File: config.mk
export PLATFORM = sky130hd
export DESIGN_NAME = seq_shifter
export DESIGN_NICKNAME = d
export VERILOG_FILES = /design/src/rtl/seq_shifter.sv
export SDC_FILE = /design/constraint.sdc
export NUM_CORES = 1
export LEC_CHECK = 0
export ABC_AREA = 0
export CAP_MARGIN = 30
export CORE_ASPECT_RATIO = 0.5
export CORE_MARGIN = 3
export CORE_UTILIZATION = 50
export CTS_CLUSTER_SIZE = 24
export DETAILED_ROUTE_END_ITERATION = 7
export HOLD_SLACK_MARGIN = 0.03
export PLACE_DENSITY = 0.81
export SETUP_SLACK_MARGIN = 0.5
export SKIP_CTS_REPAIR_TIMING = 1
export SYNTH_ARGS = -nofsm -noshare
export SYNTH_HDL_FRONTEND = slang
export SYNTH_SLANG_ARGS = --single-unit
export TNS_END_PERCENT = 1
File: constraint.sdc
create_clock -name clk -period 2.13 [get_ports clk]
set_clock_uncertainty 0.15 [all_clocks]
set_input_delay 0.639 -clock clk [delete_from_list [all_inputs] [get_ports clk]]
set_output_delay 0.639 -clock clk [all_outputs]
set_load 0.05 [all_outputs]
File: src/rtl/seq_shifter.sv
// seq_shifter: multi-cycle shifter/rotator, one bit position per clock.
// start is accepted only in IDLE. The operand then steps through SHIFT once
// per cycle, and the result and flags are published on the edge into DONE.
module seq_shifter #(
  parameter  int WIDTH = 8,
  localparam int SW    = $clog2(WIDTH) + 1
) (
  input  logic             clk,
  input  logic             rst,
  input  logic             start,
  input  logic [WIDTH-1:0] A,
  input  logic [SW-1:0]    SHAMT,
  input  logic [2:0]       MODE,
  output logic [WIDTH-1:0] Y,
  output logic             CO,
  output logic             OVR,
  output logic             Z,
  output logic             busy,
  output logic             done
);

  localparam logic [2:0] M_LSL = 3'b000;
  localparam logic [2:0] M_LSR = 3'b001;
  localparam logic [2:0] M_ASR = 3'b010;
  localparam logic [2:0] M_ROL = 3'b011;
  localparam logic [2:0] M_ROR = 3'b100;

  typedef enum logic [1:0] {IDLE, SHIFT, DONE} state_t;

  state_t           state, state_nxt;
  logic [WIDTH-1:0] r, r_nxt;
  logic [SW-1:0]    cnt;
  logic [2:0]       md;
  logic             co_q, co_nxt;
  logic             ovr_q, ovr_nxt;
  logic [SW-1:0]    cnt_ld;

  // Clamp the count to WIDTH. A reserved mode loads zero steps, so A passes through.
  always_comb begin
    cnt_ld = SHAMT;
    if (SHAMT > SW'(WIDTH)) cnt_ld = SW'(WIDTH);
    if (MODE > M_ROR)       cnt_ld = '0;
  end

  // One step of the working register in the latched mode; OVR is sticky.
  always_comb begin
    r_nxt   = r;
    co_nxt  = co_q;
    ovr_nxt = ovr_q;
    case (md)
      M_LSL: begin
        r_nxt  = {r[WIDTH-2:0], 1'b0};
        co_nxt = r[WIDTH-1];
        if (r[WIDTH-1] != r[WIDTH-2]) ovr_nxt = 1'b1;
      end
      M_LSR: begin
        r_nxt  = {1'b0, r[WIDTH-1:1]};
        co_nxt = r[0];
      end
      M_ASR: begin
        r_nxt  = {r[WIDTH-1], r[WIDTH-1:1]};
        co_nxt = r[0];
      end
      M_ROL: begin
        r_nxt  = {r[WIDTH-2:0], r[WIDTH-1]};
        co_nxt = r[WIDTH-1];
      end
      M_ROR: begin
        r_nxt  = {r[0], r[WIDTH-1:1]};
        co_nxt = r[0];
      end
      default: ;
    endcase
  end

  // State register.
  always_ff @(posedge clk) begin
    if (rst) state <= IDLE;
    else     state <= state_nxt;
  end

  // Next-state logic and handshake outputs.
  always_comb begin
    state_nxt = state;
    busy      = (state != IDLE);
    done      = (state == DONE);
    case (state)
      IDLE:    if (start) state_nxt = SHIFT;
      SHIFT:   if (cnt == '0) state_nxt = DONE;
      DONE:    state_nxt = IDLE;
      default: state_nxt = IDLE;
    endcase
  end

  // Datapath: load on accept, step while counting, publish on entry to DONE.
  always_ff @(posedge clk) begin
    if (rst) begin
      r     <= '0;
      cnt   <= '0;
      md    <= M_LSL;
      co_q  <= 1'b0;
      ovr_q <= 1'b0;
      Y     <= '0;
      CO    <= 1'b0;
      OVR   <= 1'b0;
      Z     <= 1'b0;
    end else begin
      case (state)
        IDLE: if (start) begin
          r     <= A;
          cnt   <= cnt_ld;
          md    <= MODE;
          co_q  <= 1'b0;
          ovr_q <= 1'b0;
        end
        SHIFT: begin
          if (cnt != '0) begin
            r     <= r_nxt;
            co_q  <= co_nxt;
            ovr_q <= ovr_nxt;
            cnt   <= cnt - SW'(1);
          end else begin
            Y   <= r;
            CO  <= co_q;
            OVR <= ovr_q;
            Z   <= (r == '0);
          end
        end
        default: ;
      endcase
    end
  end

endmodule
# Word level (Yosys, flattened, before mapping)
# Index checks and enable logic that the tools add are counted.
[classes] add_sub_neg=1 order_cmp=2 eq_ne=16 muxes=20 n_bitwise=1 reduce_logical=17
[ops] op="case mux 8 bit (5 select lines)" count=1
[ops] op="two-way mux 4 bit" count=4
[ops] op="two-way mux 8 bit" count=2
[ops] op="case mux 8 bit (2 select lines)" count=1
[ops] op="!= test 2 bit (second input constant)" count=5
[ops] op="AND reduction 5 bit" count=2
[ops] op="logical NOT 8 bit" count=1
[ops] op="case mux 4 bit (2 select lines)" count=1
[ops] op="AND reduction 4 bit" count=2
[ops] op="== test 3 x 2 -> 1 bit (second input constant)" count=2
[ops] op="!= test 6 x 1 -> 1 bit (second input constant)" count=1
[ops] op="case mux 1 bit (2 select lines)" count=3
[ops] op="AND reduction 2 bit" count=3
[ops] op="two-way mux 1 bit" count=5
[ops] op="!= test 5 x 1 -> 1 bit (second input constant)" count=1
[ops] op="greater-than comparator 4 bit (second input constant)" count=1
[ops] op="logical NOT 4 bit" count=1
[ops] op="two-way mux 2 bit" count=2
[ops] op="case mux 2 bit (2 select lines)" count=1
[ops] op="nonzero test 2 bit" count=2
[ops] op="nonzero test 4 bit" count=1
[ops] op="subtractor 4 x 1 -> 4 bit (second input constant)" count=1
[ops] op="== test 3 x 1 -> 1 bit (second input constant)" count=1
[ops] op="== test 3 bit (second input constant)" count=1
[ops] op="12 further kinds" count=12
[word_totals] ff_bits=30 inputBits=18 out_inout_bits=13 elab_cells=68

# Logic depth before layout (Yosys ltp)
# Gate-level depths: netlist of the first run.
[logic_depth] word_depth=5 depth_mapped=7 ltp_nobuf=6

# Worst setup path after synthesis of the first run
# Ideal clock, no wire load.
[synth_timing] path_type="reg-to-output" startpoint="reg state[1]" endpoint="out done" arrival_ps=1058 t_required_ps=1341 setup_slack_ps=283 path_stages_with_launch=2 n_path_buf=0 path_cell_list="dfxtp_1 > nor2b_1"
[synth_via] elab_chain_cells=1
[synth_lines] element="start: declaration" line_no="30" rtl="state_t state, state_nxt;"
[synth_lines] element="start signal: assignment" line_no="79" rtl="else state <= state_nxt;"
[synth_lines] element="== test 2 bit" line_no="86" rtl="done = (state == DONE);"
[synth_lines] element="end: declaration" line_no="19" rtl="output logic done"
# No other way between the ends.

# Worst setup path in the final report of the first run
[layout_timing] startpoint="reg state[1]" endpoint="out busy"
[layout_via] elab_chain_cells=1
[layout_lines] element="nonzero test 2 bit" line_no="85" rtl="busy = (state != IDLE);"
[layout_lines] element="end: declaration" line_no="18" rtl="output logic busy,"
# No other way between the ends.

==> run_summary.xml, run 1 <==
<?xml version="1.0" encoding="UTF-8"?>
<metrics>
  <group name="synth">
    <metric name="synthCells" unit="">186</metric>
    <metric name="netlist-cell-type-count" unit="">42</metric>
    <metric name="mappedNetlistNets" unit="">206</metric>
    <metric name="dominantRegCellSynth" unit="">sky130_fd_sc_hd__dfxtp_1</metric>
    <metric name="ys_ff_latch" unit="">30</metric>
    <metric name="yosysWarningCount" unit="">0</metric>
    <metric name="synth_seq_area_share" unit="">0.392</metric>
    <metric name="post_synth_instance_area" unit="um^2">1530</metric>
    <metric name="proportion_of_synthesized_flip_flops_having_asynchronous_set_or_reset" unit="">0</metric>
    <metric name="post_synth.cell_area_avg" unit="um^2">8.24</metric>
    <metric name="synth_edf_count" unit="">0</metric>
  </group>
  <group name="global_routing">
    <metric name="gr-total-overflow" unit="">0</metric>
    <metric name="first_global_vias" unit="">1412</metric>
    <metric name="track_usage" unit="">0.215</metric>
    <metric name="grt_start_max_net_pins" unit="">34</metric>
    <metric name="antenna_violations_before_repair" unit="">0</metric>
    <metric name="grt_first_pass_wirelength" unit="um">6420</metric>
  </group>
  <group name="drt">
    <metric name="detail_route.iter0.violations" unit="">135</metric>
    <metric name="number_of_detailed_route_iterations_in_the_first_pass" unit="">4</metric>
    <metric name="num_vias" unit="">1526</metric>
    <metric name="postRouteAntennaNets" unit="">0</metric>
    <metric name="wl_per_cell" unit="um">15.8</metric>
    <metric name="drcViolationCount" unit="">0</metric>
    <metric name="drt_wl_total" unit="um">4100</metric>
    <metric name="avgViaCountPerCell" unit="">5.89</metric>
  </group>
  <group name="clock_tree">
    <metric name="worst_setup_hold_path_clk_slew" unit="ns">0.06</metric>
    <metric name="htree_num_levels" unit="">2</metric>
    <metric name="cts.sink_count" unit="">30</metric>
    <metric name="cts-root-to-sink-buffers" unit="">2</metric>
    <metric name="tritoncts" unit="">built</metric>
    <metric name="clk_root_buffer_cell" unit="">sky130_fd_sc_hd__clkbuf_8</metric>
    <metric name="cts_buffers" unit="">5</metric>
    <metric name="clk-insertion-delay-late" unit="ns">0.28</metric>
  </group>
  <group name="worst_hold_path">
    <metric name="whs_path_depth" unit="">2</metric>
    <metric name="hp-class" unit="">reg2reg</metric>
  </group>
  <group name="worst_setup_path">
    <metric name="critical_path.startpoint_type" unit="">register</metric>
    <metric name="setup.worst_path.start" unit="">state[1]</metric>
    <metric name="critical_path_required" unit="ns">1.34</metric>
    <metric name="r2r_slack" unit="ns">0.39</metric>
    <metric name="crit_end" unit="">busy</metric>
    <metric name="cp_cell_sequence" unit="">or2_4, buf_12</metric>
    <metric name="critical_path.reg2reg.startpoint" unit="">md[2]</metric>
    <metric name="crit_path_end_kind" unit="">output port</metric>
    <metric name="crit_path_max_fanout" unit="">5</metric>
    <metric name="class_of_the_most_critical_setup_path" unit="">reg2out</metric>
    <metric name="timing.reg2reg.worst_path_depth" unit="">4</metric>
    <metric name="cp.arrival" unit="ns">1.04</metric>
    <metric name="slowest_stage" unit="">sky130_fd_sc_hd__dfxtp_2</metric>
    <metric name="regToRegEndpoint" unit="">r[6]</metric>
    <metric name="slowest_delay" unit="ns">0.34</metric>
  </group>
  <group name="finish">
    <metric name="synthToLayoutAreaGrowth" unit="%">36.2</metric>
    <metric name="mostFrequentLayoutCells" unit="">29 x sky130_fd_sc_hd__nand2_1, 28 x sky130_fd_sc_hd__dfxtp_1, 19 x sky130_fd_sc_hd__nor2_1</metric>
    <metric name="final_common_cell" unit="">sky130_fd_sc_hd__nand2_1</metric>
    <metric name="antennaDiodeCount" unit="">0</metric>
    <metric name="final_layout_size_suffix_gt1_frac" unit="">0.212</metric>
    <metric name="instances_no_fill" unit="">259</metric>
    <metric name="num-nets-final" unit="">241</metric>
  </group>
  <group name="timing">
    <metric name="slew_headroom" unit="">0.677</metric>
    <metric name="report.final.setup_viol" unit="">0</metric>
    <metric name="rsz0062_at_grt" unit="">true</metric>
    <metric name="min_period" unit="ns">1.83</metric>
    <metric name="min_period_over_period" unit="">0.861</metric>
    <metric name="final-hold-violation-count" unit="">0</metric>
    <metric name="tightest_slew" unit="ns">0.482</metric>
    <metric name="timing_max_transition_violations_final" unit="">0</metric>
    <metric name="max_clk_rate" unit="MHz">546</metric>
    <metric name="setup_slack" unit="ns">0.297</metric>
  </group>
  <group name="floorplan">
    <metric name="die_h" unit="um">45.2</metric>
    <metric name="fp.dieArea" unit="um^2">3810</metric>
    <metric name="boundaryPins" unit="">31</metric>
    <metric name="initial_core_util" unit="">0.558</metric>
    <metric name="core" unit="um^2">2750</metric>
    <metric name="rows" unit="">13</metric>
    <metric name="die-width" unit="um">84.3</metric>
  </group>
  <group name="place">
    <metric name="place_ws" unit="ns">-0.0448</metric>
    <metric name="detailedPlacementHpwl" unit="um">2610</metric>
    <metric name="buffer_ports.inserted" unit="">30</metric>
    <metric name="place_inst" unit="">246</metric>
    <metric name="gpl.final_weighted_congestion" unit="">0.840</metric>
  </group>
  <group name="job">
    <metric name="max_cap_violations" unit="">0</metric>
  </group>
  <group name="pwr">
    <metric name="power_per_cell_area" unit="nW/um^2">952</metric>
    <metric name="leakagePower" unit="nW">0.793</metric>
    <metric name="vdd_ir_drop_max" unit="V">0.000452</metric>
  </group>
  <group name="status">
    <metric name="run_status" unit="">finished clean</metric>
  </group>
</metrics>
-- registers in the layout, summed over array words and instances, names as in the netlist --
name,count
ovr_q,1
r,8
md,3
OVR,1
CO,1
state,2
Y,8
co_q,1
cnt,4
Z,1
-- kinds of logic (layout without fill, tap and decap cells) --
kind of cell             after synthesis  count (layout)  share of synthesized area
adder cells (fa/ha/maj)                2               2                     0.0163
buffers and inverters                 19              55                     0.0677
flip-flops                            30              30                      0.392
AO/OA/AOI/OAI                         47              47                      0.209
AND/OR/NAND/NOR                       82              82                      0.275
multiplexers                           6               6                     0.0400
-- worst min-delay path by stage --
stage / start / end
finish: CO / CO
global route: CO / CO
CTS: CO / CO
detailed placement: CO / CO
global placement: Z / Z
floorplan: ovr_q / OVR
-- cells in the mapped netlist (all sizes together), types with 2 or more instances --
library cell  instances  area [um^2]
a31oi                 2         12.5
nand3                 3         15.0
or4                   7         52.6
o211ai                8         60.1
nor3                  6         46.3
nor2b                 4         25.0
nor3b                 3         22.5
a21oi                15         75.1
nor4b                 2         17.5
a311oi                7         61.3
nand2                30          113
clkbuf                4         15.0
inv                   6         22.5
mux2i                 5         50.1
buf                   9         66.3
and2                  2         15.0
nor2                 19         71.3
ha                    2         25.0
nand2b                2         12.5
o21ai                 5         25.0
dfxtp                30          601
-- power by group --
part	leakage, nW	total [mW]	internal (mW)	switching (mW)
combinational	0.490	0.714	0.338	0.376
clock	0.0575	0.541	0.326	0.215
sequential	0.246	0.732	0.636	0.0960
total	0.793	1.99	1.30	0.687
-- per-layer routing --
| metal | vias to the layer above | part of all wire | global-route usage | routed length (um) |
|---|---|---|---|---|
| met5 | - | 0 | 0 | 0 |
| met4 | 0 | 0.016 | 0.0833 | 64 |
| met3 | 11 | 0.062 | 0.0619 | 254 |
| met2 | 53 | 0.47 | 0.371 | 1930 |
| met1 | 722 | 0.45 | 0.260 | 1850 |
| li1 | 740 | - | - | - |
-- critical path: cells and delay by family (launching register included) --
family	cells	cell delay, ns
and+or+nand+nor	1	0.27
DFF	1	0.34
buffers and inverters	1	0.15
-- area by class of cell --
| type | count | area [um^2] |
|---|---|---|
| clock buffer | 8 | 110 |
| fill | 210 | 662 |
| inverter | 6 | 22.5 |
| multi-input combinational | 137 | 870 |
| sequential | 30 | 606 |
| tap | 37 | 46.3 |
| timing repair buffer | 41 | 433 |
-- per-stage QoR --
step	util	TNS, ns	power [mW]	hold slack (ns)	instance area (um^2)
2_1_floorplan	-	0	1.14	0.282	1540
3_3_place_gp	0.678	0	1.32	0.294	1860
3_5_place_dp	0.678	-0.174	1.35	0.297	1860
4_1_cts	0.718	0	1.89	0.305	1970
5_1_grt	0.759	0	2.08	0.323	2090
6_report	0.759	0	1.99	0.305	2090
(Power assumes the default switching activity.)
==> run 2: changes to the inputs <==
- CORE_ASPECT_RATIO: 0.5 -> not set
- SETUP_SLACK_MARGIN: 0.5 -> 0.4
==> run 2 against run 1 <==
Compared with the run above:
- setup slack worse by 0.062 ns
- hold slack improved by 0.013 ns
- via count is 2.4% lower
- sequential share of layout area is 2.1 points higher
- sequential power decreased by 1%
- critical path type unchanged
==> run_summary.xml, run 2 (synthesis results as in run 1) <==
<?xml version="1.0" encoding="UTF-8"?>
<metrics>
  <group name="finish">
    <metric name="postLayoutCoreUtil" unit="">0.688</metric>
    <metric name="mostFrequentLayoutCells" unit="">29 x sky130_fd_sc_hd__nand2_1, 28 x sky130_fd_sc_hd__dfxtp_1, 19 x sky130_fd_sc_hd__nor2_1</metric>
    <metric name="antennaDiodeCount" unit="">0</metric>
    <metric name="num-nets-final" unit="">238</metric>
    <metric name="final_common_cell" unit="">sky130_fd_sc_hd__nand2_1</metric>
    <metric name="layout_top_registers" unit="">Y: 8 flops, r: 8 flops, cnt: 4 flops</metric>
    <metric name="instances_no_fill" unit="">250</metric>
    <metric name="final_layout_size_suffix_gt1_frac" unit="">0.196</metric>
    <metric name="synthToLayoutAreaGrowth" unit="%">26.9</metric>
  </group>
  <group name="timing">
    <metric name="min_period" unit="ns">1.89</metric>
    <metric name="rsz0062_at_grt" unit="">true</metric>
    <metric name="max_clk_rate" unit="MHz">528</metric>
    <metric name="slew_headroom" unit="">0.714</metric>
    <metric name="timing_max_transition_violations_final" unit="">0</metric>
    <metric name="tightest_slew" unit="ns">0.426</metric>
    <metric name="timing.hold.ws" unit="ns">0.317</metric>
    <metric name="final-hold-violation-count" unit="">0</metric>
    <metric name="min_period_over_period" unit="">0.889</metric>
    <metric name="report.final.setup_viol" unit="">0</metric>
  </group>
  <group name="place">
    <metric name="place_inst" unit="">241</metric>
    <metric name="buffer_ports.inserted" unit="">30</metric>
    <metric name="gpl.final_weighted_congestion" unit="">0.831</metric>
    <metric name="detailedPlacementHpwl" unit="um">2760</metric>
  </group>
  <group name="drt">
    <metric name="wl_met2" unit="um">1890</metric>
    <metric name="wl_per_cell" unit="um">14.7</metric>
    <metric name="detail_route.iter0.violations" unit="">64</metric>
    <metric name="number_of_detailed_route_iterations_in_the_first_pass" unit="">4</metric>
    <metric name="maxUsedRoutingLayer" unit="">met4</metric>
    <metric name="drcViolationCount" unit="">0</metric>
    <metric name="route.layer.met1.wl" unit="um">1560</metric>
    <metric name="avgViaCountPerCell" unit="">5.96</metric>
    <metric name="drt_wl_total" unit="um">3670</metric>
    <metric name="route.met3.wl" unit="um">157</metric>
    <metric name="postRouteAntennaNets" unit="">0</metric>
    <metric name="num_vias" unit="">1490</metric>
  </group>
  <group name="worst_hold_path">
    <metric name="worstHoldStart" unit="">Y[1]</metric>
    <metric name="worstHoldEndpoint" unit="">Y[1]</metric>
    <metric name="whs_path_depth" unit="">2</metric>
    <metric name="hp-class" unit="">reg2reg</metric>
  </group>
  <group name="floorplan">
    <metric name="fp.dieArea" unit="um^2">3770</metric>
    <metric name="die-width" unit="um">61.4</metric>
    <metric name="rows" unit="">19</metric>
    <metric name="boundaryPins" unit="">31</metric>
    <metric name="initial_core_util" unit="">0.542</metric>
    <metric name="core" unit="um^2">2830</metric>
    <metric name="die_h" unit="um">61.4</metric>
  </group>
  <group name="worst_setup_path">
    <metric name="timing.reg2reg.worst_path_depth" unit="">6</metric>
    <metric name="slowest_delay" unit="ns">0.37</metric>
    <metric name="critical_path_required" unit="ns">1.34</metric>
    <metric name="crit_path_max_fanout" unit="">3</metric>
    <metric name="crit_path_end_kind" unit="">output port</metric>
    <metric name="slowest_stage" unit="">sky130_fd_sc_hd__dfxtp_4</metric>
    <metric name="cp_cell_sequence" unit="">or2_4, buf_12</metric>
    <metric name="r2r_slack" unit="ns">0.39</metric>
    <metric name="critical_path.reg2reg.startpoint" unit="">cnt[0]</metric>
    <metric name="regToRegEndpoint" unit="">cnt[1]</metric>
    <metric name="cp.arrival" unit="ns">1.11</metric>
    <metric name="critical_path.startpoint_type" unit="">register</metric>
    <metric name="class_of_the_most_critical_setup_path" unit="">reg2out</metric>
  </group>
  <group name="clock_tree">
    <metric name="cts.sink_count" unit="">30</metric>
    <metric name="cts_buffers" unit="">5</metric>
    <metric name="htree_num_levels" unit="">2</metric>
    <metric name="cts-root-to-sink-buffers" unit="">2</metric>
    <metric name="clk-insertion-delay-late" unit="ns">0.33</metric>
    <metric name="tritoncts" unit="">built</metric>
    <metric name="worst_setup_hold_path_clk_slew" unit="ns">0.10</metric>
    <metric name="clk_root_buffer_cell" unit="">sky130_fd_sc_hd__clkbuf_4</metric>
  </group>
  <group name="pwr">
    <metric name="leakagePower" unit="nW">0.726</metric>
    <metric name="vdd_ir_drop_max" unit="V">0.000527</metric>
    <metric name="power_per_cell_area" unit="nW/um^2">886</metric>
  </group>
  <group name="global_routing">
    <metric name="grt_start_max_net_pins" unit="">17</metric>
    <metric name="track_usage" unit="">0.214</metric>
    <metric name="first_global_vias" unit="">1374</metric>
    <metric name="antenna_violations_before_repair" unit="">0</metric>
    <metric name="grt_first_pass_wirelength" unit="um">5920</metric>
    <metric name="gr-total-overflow" unit="">0</metric>
  </group>
  <group name="status">
    <metric name="run_status" unit="">finished clean</metric>
  </group>
  <group name="job">
    <metric name="max_cap_violations" unit="">0</metric>
  </group>
</metrics>
run 2: through the flow:
stage               area [um^2]  worst slack, ns  setup TNS [ns]  total power, mW
floorplan                  1540            0.418               0             1.14
global placement           1850          -0.0323          -0.194             1.32
detailed placement         1850           -0.154          -0.587             1.34
CTS                        1910            0.165               0             1.71
global route               1950            0.207               0             1.84
finish                     1950            0.235               0             1.72
run 2: critical path, delay by kind of cell (launching register included):
kind / cells / cell delay, ns
and+or+nand+nor: 1 / 0.26
buffers and inverters: 1 / 0.15
DFF: 1 / 0.37
run 2: report_power, final:
part	leakage (nW)	switching (mW)	internal, mW
Clock	0.0343	0.208	0.159
Sequential	0.246	0.0894	0.636
Combinational	0.445	0.350	0.283
run 2: cell type report:
| type | count | area (um^2) |
|---|---|---|
| sequential | 30 | 606 |
| inverter | 6 | 22.5 |
| multi-input combinational | 137 | 850 |
| timing repair buffer | 38 | 365 |
| clock buffer | 6 | 51.3 |
| tap | 31 | 38.8 |
| clock inverter | 2 | 12.5 |
| fill | 247 | 883 |
run 2: how the worst max path moves through the flow:
stage,start,end,slack [ns],depth (start not counted)
floorplan,start,r[5],0.42,5
global placement,start,r[2],-0.03,6
detailed placement,MODE[0],cnt[1],-0.15,5
CTS,state[0],busy,0.16,2
global route,state[0],busy,0.21,2
finish,state[0],busy,0.24,2
run 2: routing by layer:
layer	global-route usage	up-vias
li1	-	737
met1	0.242	710
met2	0.370	37
met3	0.0608	6
met4	0.103	0
met5	0	-
==> run 3: changes to the inputs <==
- CORE_MARGIN: 3 -> 10
==> run 3 against run 2 <==
Compared with the run above:
- critical path depth grew 4
- clock power shrank 5%
- hold slack lost 0.0080 ns
- utilization shrank 4.5 points
- global-route usage shrank 7.1 points
- cell count grew 0.40%
- setup slack gained 0.023 ns
- via count shrank 0.47%
- fmax grew 1.2%
- combinational power shrank 1%
- register-to-register slack lost 0.02 ns
- first-iteration DRC count grew 59%
- largest cell class unchanged
==> run_summary.xml, run 3 (synthesis results as in run 1) <==
<?xml version="1.0" encoding="UTF-8"?>
<metrics>
  <group name="timing">
    <metric name="final-hold-violation-count" unit="">0</metric>
    <metric name="max_clk_rate" unit="MHz">534</metric>
    <metric name="setup_tns" unit="ns">0</metric>
    <metric name="min_period" unit="ns">1.87</metric>
    <metric name="setup_slack" unit="ns">0.258</metric>
    <metric name="min_period_over_period" unit="">0.879</metric>
    <metric name="timing_max_transition_violations_final" unit="">0</metric>
    <metric name="slew_headroom" unit="">0.676</metric>
    <metric name="tightest_slew" unit="ns">0.484</metric>
    <metric name="rsz0062_at_grt" unit="">true</metric>
    <metric name="report.final.setup_viol" unit="">0</metric>
  </group>
  <group name="pwr">
    <metric name="power_per_cell_area" unit="nW/um^2">882</metric>
    <metric name="leakagePower" unit="nW">0.720</metric>
    <metric name="vdd_ir_drop_max" unit="V">0.000440</metric>
  </group>
  <group name="clock_tree">
    <metric name="cts-root-to-sink-buffers" unit="">2</metric>
    <metric name="clk-insertion-delay-late" unit="ns">0.32</metric>
    <metric name="cts_buffers" unit="">5</metric>
    <metric name="worst_setup_hold_path_clk_slew" unit="ns">0.09</metric>
    <metric name="clk_root_buffer_cell" unit="">sky130_fd_sc_hd__clkbuf_4</metric>
    <metric name="tritoncts" unit="">built</metric>
    <metric name="cts.sink_count" unit="">30</metric>
    <metric name="htree_num_levels" unit="">2</metric>
  </group>
  <group name="drt">
    <metric name="avgViaCountPerCell" unit="">5.91</metric>
    <metric name="detail_route.iter0.violations" unit="">102</metric>
    <metric name="drcViolationCount" unit="">0</metric>
    <metric name="postRouteAntennaNets" unit="">0</metric>
    <metric name="wl_per_cell" unit="um">15.2</metric>
    <metric name="number_of_detailed_route_iterations_in_the_first_pass" unit="">4</metric>
    <metric name="num_vias" unit="">1483</metric>
    <metric name="drt_wl_total" unit="um">3830</metric>
  </group>
  <group name="finish">
    <metric name="postLayoutCoreUtil" unit="">0.643</metric>
    <metric name="synthToLayoutAreaGrowth" unit="%">25.9</metric>
    <metric name="final_common_cell" unit="">sky130_fd_sc_hd__nand2_1</metric>
    <metric name="mostFrequentLayoutCells" unit="">29 x sky130_fd_sc_hd__nand2_1, 28 x sky130_fd_sc_hd__dfxtp_1, 19 x sky130_fd_sc_hd__nor2_1</metric>
    <metric name="antennaDiodeCount" unit="">0</metric>
    <metric name="final_layout_size_suffix_gt1_frac" unit="">0.179</metric>
    <metric name="instances_no_fill" unit="">251</metric>
    <metric name="num-nets-final" unit="">237</metric>
    <metric name="layout_top_registers" unit="">Y: 8 flops, r: 8 flops, cnt: 4 flops</metric>
  </group>
  <group name="worst_setup_path">
    <metric name="critical_path.startpoint_type" unit="">input pin</metric>
    <metric name="cp.arrival" unit="ns">1.95</metric>
    <metric name="slowest_delay" unit="ns">0.48</metric>
    <metric name="slowest_stage" unit="">sky130_fd_sc_hd__clkdlybuf4s50_1</metric>
    <metric name="critPathBufInv" unit="">2</metric>
    <metric name="class_of_the_most_critical_setup_path" unit="">in2reg</metric>
    <metric name="cp_cell_sequence" unit="">clkdlybuf4s50_1, o21ba_2, o211a_1, buf_12, nor2_1, a311oi_1</metric>
    <metric name="crit_path_end_kind" unit="">register</metric>
    <metric name="crit_path_max_fanout" unit="">16</metric>
    <metric name="critical_path_required" unit="ns">2.21</metric>
    <metric name="critical-path-top-delay-family" unit="">buffers and inverters</metric>
  </group>
  <group name="floorplan">
    <metric name="boundaryPins" unit="">31</metric>
    <metric name="rows" unit="">20</metric>
    <metric name="die_h" unit="um">75.4</metric>
    <metric name="initial_core_util" unit="">0.510</metric>
    <metric name="core" unit="um^2">3000</metric>
    <metric name="die-width" unit="um">75.4</metric>
    <metric name="fp.dieArea" unit="um^2">5680</metric>
  </group>
  <group name="global_routing">
    <metric name="globalRoute.busiestLayer" unit="">met2</metric>
    <metric name="gr-usage-met3" unit="">0.0560</metric>
    <metric name="grt_use_met2" unit="">0.228</metric>
    <metric name="grt_start_max_net_pins" unit="">17</metric>
    <metric name="groute.layer.met1.usage" unit="">0.167</metric>
    <metric name="first_global_vias" unit="">1432</metric>
    <metric name="gr-total-overflow" unit="">0</metric>
    <metric name="antenna_violations_before_repair" unit="">0</metric>
    <metric name="track_usage" unit="">0.143</metric>
    <metric name="grt_first_pass_wirelength" unit="um">6290</metric>
  </group>
  <group name="job">
    <metric name="max_cap_violations" unit="">0</metric>
  </group>
  <group name="status">
    <metric name="run_status" unit="">finished clean</metric>
  </group>
  <group name="worst_hold_path">
    <metric name="hp-class" unit="">reg2reg</metric>
  </group>
  <group name="place">
    <metric name="place_inst" unit="">242</metric>
    <metric name="detailedPlacementHpwl" unit="um">2900</metric>
    <metric name="place_ws" unit="ns">-0.120</metric>
    <metric name="gpl.final_weighted_congestion" unit="">0.878</metric>
    <metric name="buffer_ports.inserted" unit="">30</metric>
  </group>
</metrics>
-- run 3: changes by cell type in the layout (fill, tap and decap cells not counted), sizes merged --
cell      change
buf           -1
clkbuf        +1
clkinvlp      -1
-- run 3: path summary, 6_finish.rpt --
| check | cells past startpoint | start | slack (ns) | end |
|---|---|---|---|---|
| max reg2reg | 4 | md[2] | 0.37 | r[6] |
| max | 6 | start | 0.26 | r[6] |
| min reg2reg | 2 | Y[5] | 0.31 | Y[5] |
| min | 2 | Y[5] | 0.31 | Y[5] |
-- run 3: power by group --
part / leakage [nW] / total (mW) / internal, mW / switching, mW
Combinational: 0.438 / 0.626 / 0.278 / 0.349
Clock: 0.0353 / 0.350 / 0.160 / 0.190
Sequential: 0.246 / 0.726 / 0.635 / 0.0907
Total: 0.720 / 1.70 / 1.07 / 0.630
-- run 3: stage by stage --
stage / total power, mW / area, um^2 / hold slack (ns)
after CTS: 1.69 / 1910 / 0.314
after global placement: 1.31 / 1850 / 0.294
after global routing: 1.81 / 1930 / 0.341
after floorplan: 1.14 / 1540 / 0.282
after detailed placement: 1.34 / 1850 / 0.301
final: 1.70 / 1930 / 0.309
-- run 3: layout make-up --
class,instances,area [um^2]
inverter,6,22.5
fill,264,1070
clock inverter,1,5.00
clock buffer,7,55.1
multi-input combinational,137,842
sequential,30,606
timing repair buffer,37,358
tap,33,41.3
-- run 3: layer usage --
metal | vias up | part of all wire
li1 | 736 | -
met1 | 693 | 0.43
met2 | 47 | 0.49
met3 | 7 | 0.066
met4 | 0 | 0.019
met5 | - | 0
-- run 3: tightest hold or removal path, delay by kind of cell (launching register included) --
kind | cells | cell delay, ns
AO/OA/AOI/OAI | 1 | 0.05
flip-flops | 1 | 0.32
AND/OR/NAND/NOR | 1 | 0.05
